`config.mk`:
```
export PLATFORM = sky130hd
export DESIGN_NAME = controle_medicoes_faixa
export DESIGN_NICKNAME = d
export VERILOG_FILES = /design/src/rtl/controle_medicoes_faixa.sv
export SDC_FILE = /design/constraint.sdc
export NUM_CORES = 1
export LEC_CHECK = 0
export BUFFER_PORTS_ARGS = -buffer_cell sky130_fd_sc_hd__buf_2
export CAP_MARGIN = 30
export CORE_MARGIN = 2
export CORE_UTILIZATION = 45
export CTS_CLUSTER_SIZE = 20
export DETAILED_ROUTE_END_ITERATION = 8
export PLACE_DENSITY = 0.74
export SYNTH_ARGS = -nofsm -noshare
export SYNTH_HDL_FRONTEND = slang
export SYNTH_SLANG_ARGS = --single-unit
```
`constraint.sdc`:
```
create_clock -name clock -period 3.2 [get_ports clock]
set_input_delay 0.32 -clock clock [delete_from_list [all_inputs] [get_ports clock]]
set_output_delay 0.32 -clock clock [all_outputs]
set_load 0.01 [all_outputs]
```
`src/rtl/controle_medicoes_faixa.sv`:
```
// controle_medicoes_faixa
//
// Scheduler for the medidor_faixa distance gauge. It fires a one-cycle `medir`
// pulse at the ultrasonic interface, waits for `pronto` or a timeout, checks the
// BCD distance against [lowerL, upperL], asks the serial transmitter to send the
// result, and raises `acertou` after N_ACERTOS consecutive in-range readings.
//
// Optional build macro: TIMEOUT_RETRY_EN
//   When defined, the first timeout of a measurement cycle re-issues `medir` at
//   once without touching falha or the hit count. A second consecutive timeout
//   is handled as a normal timeout.
//
// Parameters
//   INTERVALO  idle cycles between the end of one cycle and the next medir (>= 2)
//   TIMEOUT    max cycles waiting for pronto (>= 2)
//   N_ACERTOS  consecutive in-range hits needed for acertou (1..15)
//
// Ports
//   clock       system clock
//   reset       asynchronous, active-high reset
//   ligar       level, 1 = run the measurement loop, 0 = return to INICIAL
//   pronto      one-cycle pulse, medida valid
//   medida      3-digit BCD distance in cm
//   upperL      BCD upper limit, inclusive
//   lowerL      BCD lower limit, inclusive
//   tx_pronto   one-cycle pulse, serial frame sent
//   medir       one-cycle pulse to start a measurement
//   transmitir  one-cycle pulse to start a serial frame
//   dentro      result of the last completed comparison
//   acertou     goal reached (held until ligar drops)
//   falha       last measurement timed out
//   db_acertos  current consecutive-hit count
//   db_estado   state code
module controle_medicoes_faixa #(
    parameter int unsigned INTERVALO = 2_500_000,
    parameter int unsigned TIMEOUT   = 1_500_000,
    parameter int unsigned N_ACERTOS = 5
) (
    input  logic        clock,
    input  logic        reset,
    input  logic        ligar,
    input  logic        pronto,
    input  logic [11:0] medida,
    input  logic [11:0] upperL,
    input  logic [11:0] lowerL,
    input  logic        tx_pronto,
    output logic        medir,
    output logic        transmitir,
    output logic        dentro,
    output logic        acertou,
    output logic        falha,
    output logic [3:0]  db_acertos,
    output logic [3:0]  db_estado
);

    localparam int unsigned LarguraTimeout   = $clog2(TIMEOUT);
    localparam int unsigned LarguraIntervalo = $clog2(INTERVALO);
    localparam logic [LarguraTimeout-1:0]   TimeoutMax   = LarguraTimeout'(TIMEOUT - 1);
    localparam logic [LarguraIntervalo-1:0] IntervaloMax = LarguraIntervalo'(INTERVALO - 1);
    localparam logic [3:0]                  AcertosAlvo  = 4'(N_ACERTOS);

    typedef enum logic [2:0] {
        StInicial   = 3'd0,
        StPrepara   = 3'd1,
        StMedir     = 3'd2,
        StAguarda   = 3'd3,
        StCompara   = 3'd4,
        StTransmite = 3'd5,
        StIntervalo = 3'd6,
        StAcertou   = 3'd7
    } estado_t;

    estado_t                     estado_q, estado_d;
    logic [LarguraTimeout-1:0]   cnt_timeout_q, cnt_timeout_d;
    logic [LarguraIntervalo-1:0] cnt_intervalo_q, cnt_intervalo_d;
    logic [11:0]                 medida_q, medida_d;
    logic                        dentro_q, dentro_d;
    logic                        falha_q, falha_d;
    logic                        acertou_q, acertou_d;
    logic [3:0]                  acertos_q, acertos_d;
    logic                        tx_feito_q, tx_feito_d;
`ifdef TIMEOUT_RETRY_EN
    logic                        retry_q, retry_d;
`endif

    logic bcd_valido;
    logic na_faixa;

    // Packed BCD orders like binary only when every digit is 0..9.
    assign bcd_valido = (medida_q[3:0] <= 4'd9) && (medida_q[7:4] <= 4'd9) &&
                        (medida_q[11:8] <= 4'd9);
    assign na_faixa   = bcd_valido && (lowerL <= medida_q) && (medida_q <= upperL);

    always_comb begin
        estado_d        = estado_q;
        cnt_timeout_d   = cnt_timeout_q;
        cnt_intervalo_d = '0;
        medida_d        = medida_q;
        dentro_d        = dentro_q;
        falha_d         = falha_q;
        acertou_d       = acertou_q;
        acertos_d       = acertos_q;
        tx_feito_d      = 1'b0;
`ifdef TIMEOUT_RETRY_EN
        retry_d         = retry_q;
`endif
        medir           = 1'b0;
        transmitir      = 1'b0;

        // A frame in flight is always allowed to complete before stopping.
        if (!ligar && (estado_q != StTransmite)) begin
            estado_d = StInicial;
        end else begin
            unique case (estado_q)
                StInicial: begin
                    if (ligar) estado_d = StPrepara;
                end
                StPrepara: begin
                    acertos_d = '0;
                    falha_d   = 1'b0;
                    dentro_d  = 1'b0;
`ifdef TIMEOUT_RETRY_EN
                    retry_d   = 1'b0;
`endif
                    estado_d  = StMedir;
                end
                StMedir: begin
                    medir         = 1'b1;
                    cnt_timeout_d = '0;
                    estado_d      = StAguarda;
                end
                StAguarda: begin
                    cnt_timeout_d = cnt_timeout_q + 1'b1;
                    if (pronto) begin
                        // pronto takes priority even on the timeout cycle
                        medida_d = medida;
                        estado_d = StCompara;
                    end else if (cnt_timeout_q == TimeoutMax) begin
`ifdef TIMEOUT_RETRY_EN
                        if (!retry_q) begin
                            retry_d  = 1'b1;
                            estado_d = StMedir;
                        end else begin
                            retry_d   = 1'b0;
                            falha_d   = 1'b1;
                            acertos_d = '0;
                            dentro_d  = 1'b0;
                            estado_d  = StIntervalo;
                        end
`else
                        falha_d   = 1'b1;
                        acertos_d = '0;
                        dentro_d  = 1'b0;
                        estado_d  = StIntervalo;
`endif
                    end
                end
                StCompara: begin
                    falha_d  = 1'b0;
                    dentro_d = na_faixa;
                    if (na_faixa) begin
                        acertos_d = (acertos_q == 4'hF) ? 4'hF : acertos_q + 4'd1;
                    end else begin
                        acertos_d = '0;
                    end
`ifdef TIMEOUT_RETRY_EN
                    retry_d  = 1'b0;
`endif
                    estado_d = StTransmite;
                end
                StTransmite: begin
                    transmitir = !tx_feito_q;
                    tx_feito_d = 1'b1;
                    if (tx_pronto) begin
                        if (!ligar) begin
                            estado_d = StInicial;
                        end else if (acertos_q == AcertosAlvo) begin
                            acertou_d = 1'b1;
                            estado_d  = StAcertou;
                        end else begin
                            estado_d = StIntervalo;
                        end
                    end
                end
                StIntervalo: begin
                    if (cnt_intervalo_q == IntervaloMax) begin
                        estado_d = StMedir;
                    end else begin
                        cnt_intervalo_d = cnt_intervalo_q + 1'b1;
                    end
                end
                StAcertou: begin
                    // Parked until ligar drops.
                end
                default: estado_d = StInicial;
            endcase
        end

        if (estado_d == StInicial) acertou_d = 1'b0;
    end

    always_ff @(posedge clock or posedge reset) begin
        if (reset) begin
            estado_q        <= StInicial;
            cnt_timeout_q   <= '0;
            cnt_intervalo_q <= '0;
            medida_q        <= '0;
            dentro_q        <= 1'b0;
            falha_q         <= 1'b0;
            acertou_q       <= 1'b0;
            acertos_q       <= '0;
            tx_feito_q      <= 1'b0;
`ifdef TIMEOUT_RETRY_EN
            retry_q         <= 1'b0;
`endif
        end else begin
            estado_q        <= estado_d;
            cnt_timeout_q   <= cnt_timeout_d;
            cnt_intervalo_q <= cnt_intervalo_d;
            medida_q        <= medida_d;
            dentro_q        <= dentro_d;
            falha_q         <= falha_d;
            acertou_q       <= acertou_d;
            acertos_q       <= acertos_d;
            tx_feito_q      <= tx_feito_d;
`ifdef TIMEOUT_RETRY_EN
            retry_q         <= retry_d;
`endif
        end
    end

    assign dentro     = dentro_q;
    assign falha      = falha_q;
    assign acertou    = acertou_q;
    assign db_acertos = acertos_q;
    assign db_estado  = {1'b0, estado_q};

endmodule

```
==> Word level (Yosys, flattened, before mapping) <==
Cells that the tools add are included.
W data, S select, Z words.
{ "word_totals": {"reg_bits": 66, "out_inout_bits": 13, "word_cells": 90} }
{ "op_classes": {"add_sub_neg": 3, "n_lt_le_gt_ge": 5, "n_eq_ne": 14, "mux": 36, "bitwise": 1, "n_reduce_logical": 22} }
{ "op_table": {"columns": ["operator", "n"], "rows": [
  ["$mux W22", 3],
  ["$pmux W21 S2", 1],
  ["$le A12 B12 Y1", 2],
  ["$add A22 B1 Y22 const B", 1],
  ["$eq A22 B22 Y1 const B", 1],
  ["$add A21 B1 Y21 const B", 1],
  ["$eq A21 B21 Y1 const B", 1],
  ["$mux W3", 7],
  ["$pmux W3 S7", 1],
  ["$mux W1", 17],
  ["$mux W4", 4],
  ["$le A4 B4 Y1 const B", 3],
  ["$pmux W4 S3", 1],
  ["$reduce_bool A2 Y1", 6],
  ["$eq A3 B3 Y1 const B", 3],
  ["$reduce_and A4 Y1", 2],
  ["$eq A3 B2 Y1 const B", 2],
  ["$logic_not A3 Y1", 2],
  ["$logic_and A1 B1 Y1", 5],
  ["$reduce_and A5 Y1", 1],
  ["$add A4 B1 Y4 const B", 1],
  ["$eq A4 B3 Y1 const B", 1],
  ["$eq A4 B4 Y1 const B", 1],
  ["$ne A2 B2 Y1 const B", 2],
  ["other kinds (11)", 12]
]} }

==> Longest topological paths before layout <==
{ "depth": {"ltp_word": 9, "ltp_mapped": 8, "mapped_depth_nobuf": 8} }

==> Least setup slack after synthesis <==
No wires, ideal clock.
{ "synth_path": {"kind": "register to register", "startpoint": "register medida_q[3]", "endpoint": "register acertos_q[2], in the netlist db_acertos[2]", "setup_ns": 0.087, "arrival_ns": 2.147, "required_ns": 3.113, "setup_slack_ns": 0.966, "path_stages_with_launch": 9, "path_buffers": 0, "period_less_slack_ns": 2.234, "path_cell_list": "dfrtp_1 inv_1 ha_1 and3_1 a221o_1 a221oi_1 o21ai_0 a221o_1 a211oi_2"} }
{ "synth_between": {"elab_chain_cells": 7, "word_cells_on_any_way": 9, "classes_between": "order compare (3); mux (2); reduce/logical (4)"} }
{ "synth_rtl": {"columns": ["element", "line", "source"], "rows": [
  ["from (decl)", "76", "logic [11:0] medida_q, medida_d;"],
  ["from (signal assigned)", "220", "medida_q <= medida_d;"],
  ["parallel branches: the longest is 4 deep, another holds $le A12 B12 Y1", null, null],
  ["$logic_and A1 B1 Y1 (*)", "92", "assign na_faixa = bcd_valido && (lowerL <= medida_q) && (medida_q <= upperL);"],
  ["$mux W4 (*)", "161", "if (na_faixa) begin"],
  ["$pmux W4 S3 (*)", "114", "unique case (estado_q)"],
  ["to (signal assigned)", "224", "acertos_q <= acertos_d;"],
  ["to (decl)", "80", "logic [3:0] acertos_q, acertos_d;"]
]} }
Mark *: on every way between the ends.
A chain may end at the register's enable or synchronous reset.

==> Final worst setup path <==
{ "layout_path": {"startpoint": "register estado_q[0]", "endpoint": "register medida_q[8]"} }
{ "layout_between": {"elab_chain_cells": 4, "word_cells_on_any_way": 5, "classes_between": "eq/ne (2); bitwise (1); reduce/logical (2)"} }
{ "layout_rtl": {"columns": ["element", "line", "source"], "rows": [
  ["from (decl)", "73", "estado_t estado_q, estado_d;"],
  ["from (signal assigned)", "204", "estado_q <= StInicial;"],
  ["from (signal assigned)", "217", "estado_q <= estado_d;"],
  ["$ne A3 B3 Y1", "111", "if (!ligar && (estado_q != StTransmite)) begin"],
  ["$logic_and A1 B1 Y1", "111", null],
  ["$not A1 Y1 (no source line)", null, null],
  ["$reduce_and A3 Y1 (no source line) (*)", null, null]
]} }
Every way passes the cells marked *; elsewhere a longest branch is shown, timed or not.

==> results_dict.tcl <==
set metrics [dict create \
    min_period_ns 2.58 \
    stdcell_area_mm2 0.00445 \
    cts_sinks 66 \
    synth_edf_count 0 \
    fill_cells 743 \
    synth_xor_xnor_area_share_pct 7.72 \
    rsz0062_at_grt "no" \
    netlist_area_mm2 0.00386 \
    clkLatencyLatePin_ns 0.35 \
    wl_um 7860 \
    cts_made_buffers 9 \
    placed_area_mm2 0.00424 \
    clk_path_buf_depth 2 \
    cts_tree "yes" \
    max_slew_margin_pct 38.3 \
    synth_seq_cells 66 \
    num_antenna_cells 0 \
    multi_input_area_mm2 0.00202 \
    vias_per_cell 5.31 \
    yosysTopAreaCell "dfrtp_1" \
    die_y_um 96.6 \
    synthFlopType "dfrtp_1" \
    cp-end-kind "flip-flop" \
    via_count 3086 \
    critPathMaxFanout 13 \
    path_clk_slew_ns 0.07 \
    hold_violations 0 \
    die-width_um 96.6 \
    outcome "finished, final reports clean" \
    synth_cell_types 48 \
    synth_common_cells "dfrtp_1 (66), nor2_1 (52), inv_1 (35)" \
    dp_hpwl_um 5890 \
    regArea_mm2 0.00165 \
    synth-simple-area-share_pct 23.2 \
    holdBufCountCts 0 \
    synth.avg_cell_area_um2 9.30 \
    r2r_slack_ns 0.62 \
    yosys-top-cells-area "dfrtp_1 (43%), ha_1 (9.1%), nor2_1 (5.1%)" \
    ioPinCount 54 \
    grt_max_degree 46 \
    yosysMostFrequentCell "dfrtp_1" \
    synth-seq-area-share_pct 42.8 \
    htree_levels 3 \
    p_leak_uw 0.00210 \
    finalSetupViolations 0 \
    synth_compound_area_share_pct 8.11 \
    drv_slew 0 \
    synthMuxAreaShare_pct 4.02 \
    tightest_slew_ns 0.925 \
    final_cells 581 \
    synth_top_family_by_area "simple AND/OR/NAND/NOR gates" \
    clock_skew_ns 0.0128 \
    syn_to_final_growth_pct 15.2 \
    initial_core_util_pct 46.7 \
    dr.pass1.iters 4 \
    drc 0 \
    drt_iter0_markers 135 \
    portBuffers 52 \
    r2r-start "estado_q[0]" \
    hold_class "in -> async" \
    cap_violations 0 \
    ff2ff_path_depth 6 \
    hold_slack_ns 0.182 \
    post-route-period-util_pct 80.6 \
    timing.fmax_mhz 388 \
    grt.total_usage_pct 18.2 \
    dp_cells 567 \
    cts_resized 0 \
    grt_pass1_vias 3003 \
    worstPathArrival_ns 2.81 \
    r2r-end "medida_q[8]" \
    synth_top_cell_area_share_pct 42.8 \
    gp_congestion 0.795 \
    fin_nets 542 \
    cts_setup_buffers 0 \
    grt_antenna_before_repair 0 \
    p_per_area_mw_per_mm2 474 \
    crit_required_ns 3.43 \
    drive_above_1_share_pct 19.5 \
    yosys_warnings 0 \
    ant_nets 0 \
    netlist_instances 415 \
    cts-root-buf "clkbuf_8" \
    grt-ovfl-total 0 \
    worstSetupStartpointType "flip-flop" \
    ir_drop_mv 0.192 \
    coreArea_mm2 0.00826 \
    synth_fa_ha_area_share_pct 9.08 \
    syn_nets 484 \
    synthArstFlopShare_pct 100 \
    fin_setup_tns_ns 0 \
    die_area_mm2 0.00933 \
    wl_per_cell_um 13.5 \
    grt_pass1_wl_um 13200 \
    worstSetupPathType "reg -> reg" \
    rows 33 \
]
registers in the layout, indices dropped and copies added (netlist names):
signal           cells
acertou              1
db_acertos           4
dentro               1
cnt_timeout_q       21
estado_q             3
cnt_intervalo_q     22
tx_feito_q           1
medida_q            12
falha                1
worst max-delay path, stage by stage (launching register included):
cell and delay, ns:
dfrtp_1 0.59, inv_1 0.21, nor3b_1 0.41, nor2_1 0.11, nor4b_1 0.36, nand2_1 0.39, mux2_2 0.39
worst max path at each step:
stage,startpoint,endpoint
6_report,estado_q[0],medida_q[8]
3_5_place_dp,estado_q[0],medida_q[8]
3_3_place_gp,lowerL[3],db_acertos[3]
5_1_grt,estado_q[0],medida_q[8]
4_1_cts,estado_q[0],medida_q[8]
2_1_floorplan,medida_q[3],db_acertos[2]
layout make-up:
type                       instances  share of cell area [%]
clock inverter                     3                    1.46
clock buffer                      11                    3.18
multi-input combinational        303                    45.3
tap                              105                    2.96
sequential                        66                    37.2
inverter                          35                    2.96
timing repair buffer              58                    6.95
report_power, final:
group | internal (µW) | switching [µW] | total [µW]
Combinational | 184 | 198 | 382
Sequential | 901 | 75.4 | 976
Clock | 450 | 299 | 750
Total | 1540 | 573 | 2110
per-stage QoR:
stage / total power (µW) / utilization (%) / worst slack (ns)
2_1_floorplan: 1250 / - / 0.966
3_3_place_gp: 1350 / 51.2 / 0.801
3_5_place_dp: 1380 / 51.3 / 0.627
4_1_cts: 2140 / 53.8 / 0.591
5_1_grt: 2230 / 53.8 / 0.334
6_report: 2110 / 53.8 / 0.620
layout by cell type, fill, tap and decap left out, drive strengths merged, types with 5 or more instances in the layout:
cell / count
nand3: 30
nor2: 52
clkbuf: 11
mux2: 12
o21ai: 14
inv: 35
buf: 58
a21oi: 14
dfrtp: 66
or3: 5
nor2b: 8
nor3: 11
nand4: 13
xnor2: 15
and3: 12
ha: 28
xor2: 19
nand2: 30
cell families (layout without fill, tap and decap cells):
kind of cell	count (synthesis)	count (layout)
compound gates	48	48
mux	14	14
flops	66	66
buf+inv	46	107
xor+xnor	34	34
other cells	1	1
fa+ha+maj	28	28
simple gates	178	178
layer usage:
metal | vias up | wire length [µm] | track usage (%)
li1 | 1542 | - | -
met1 | 1473 | 3580 | 22.2
met2 | 58 | 3770 | 31.5
met3 | 13 | 351 | 3.49
met4 | 0 | 153 | 7.98
met5 | - | 0 | 0
Power figures use the tool's default switching activity.
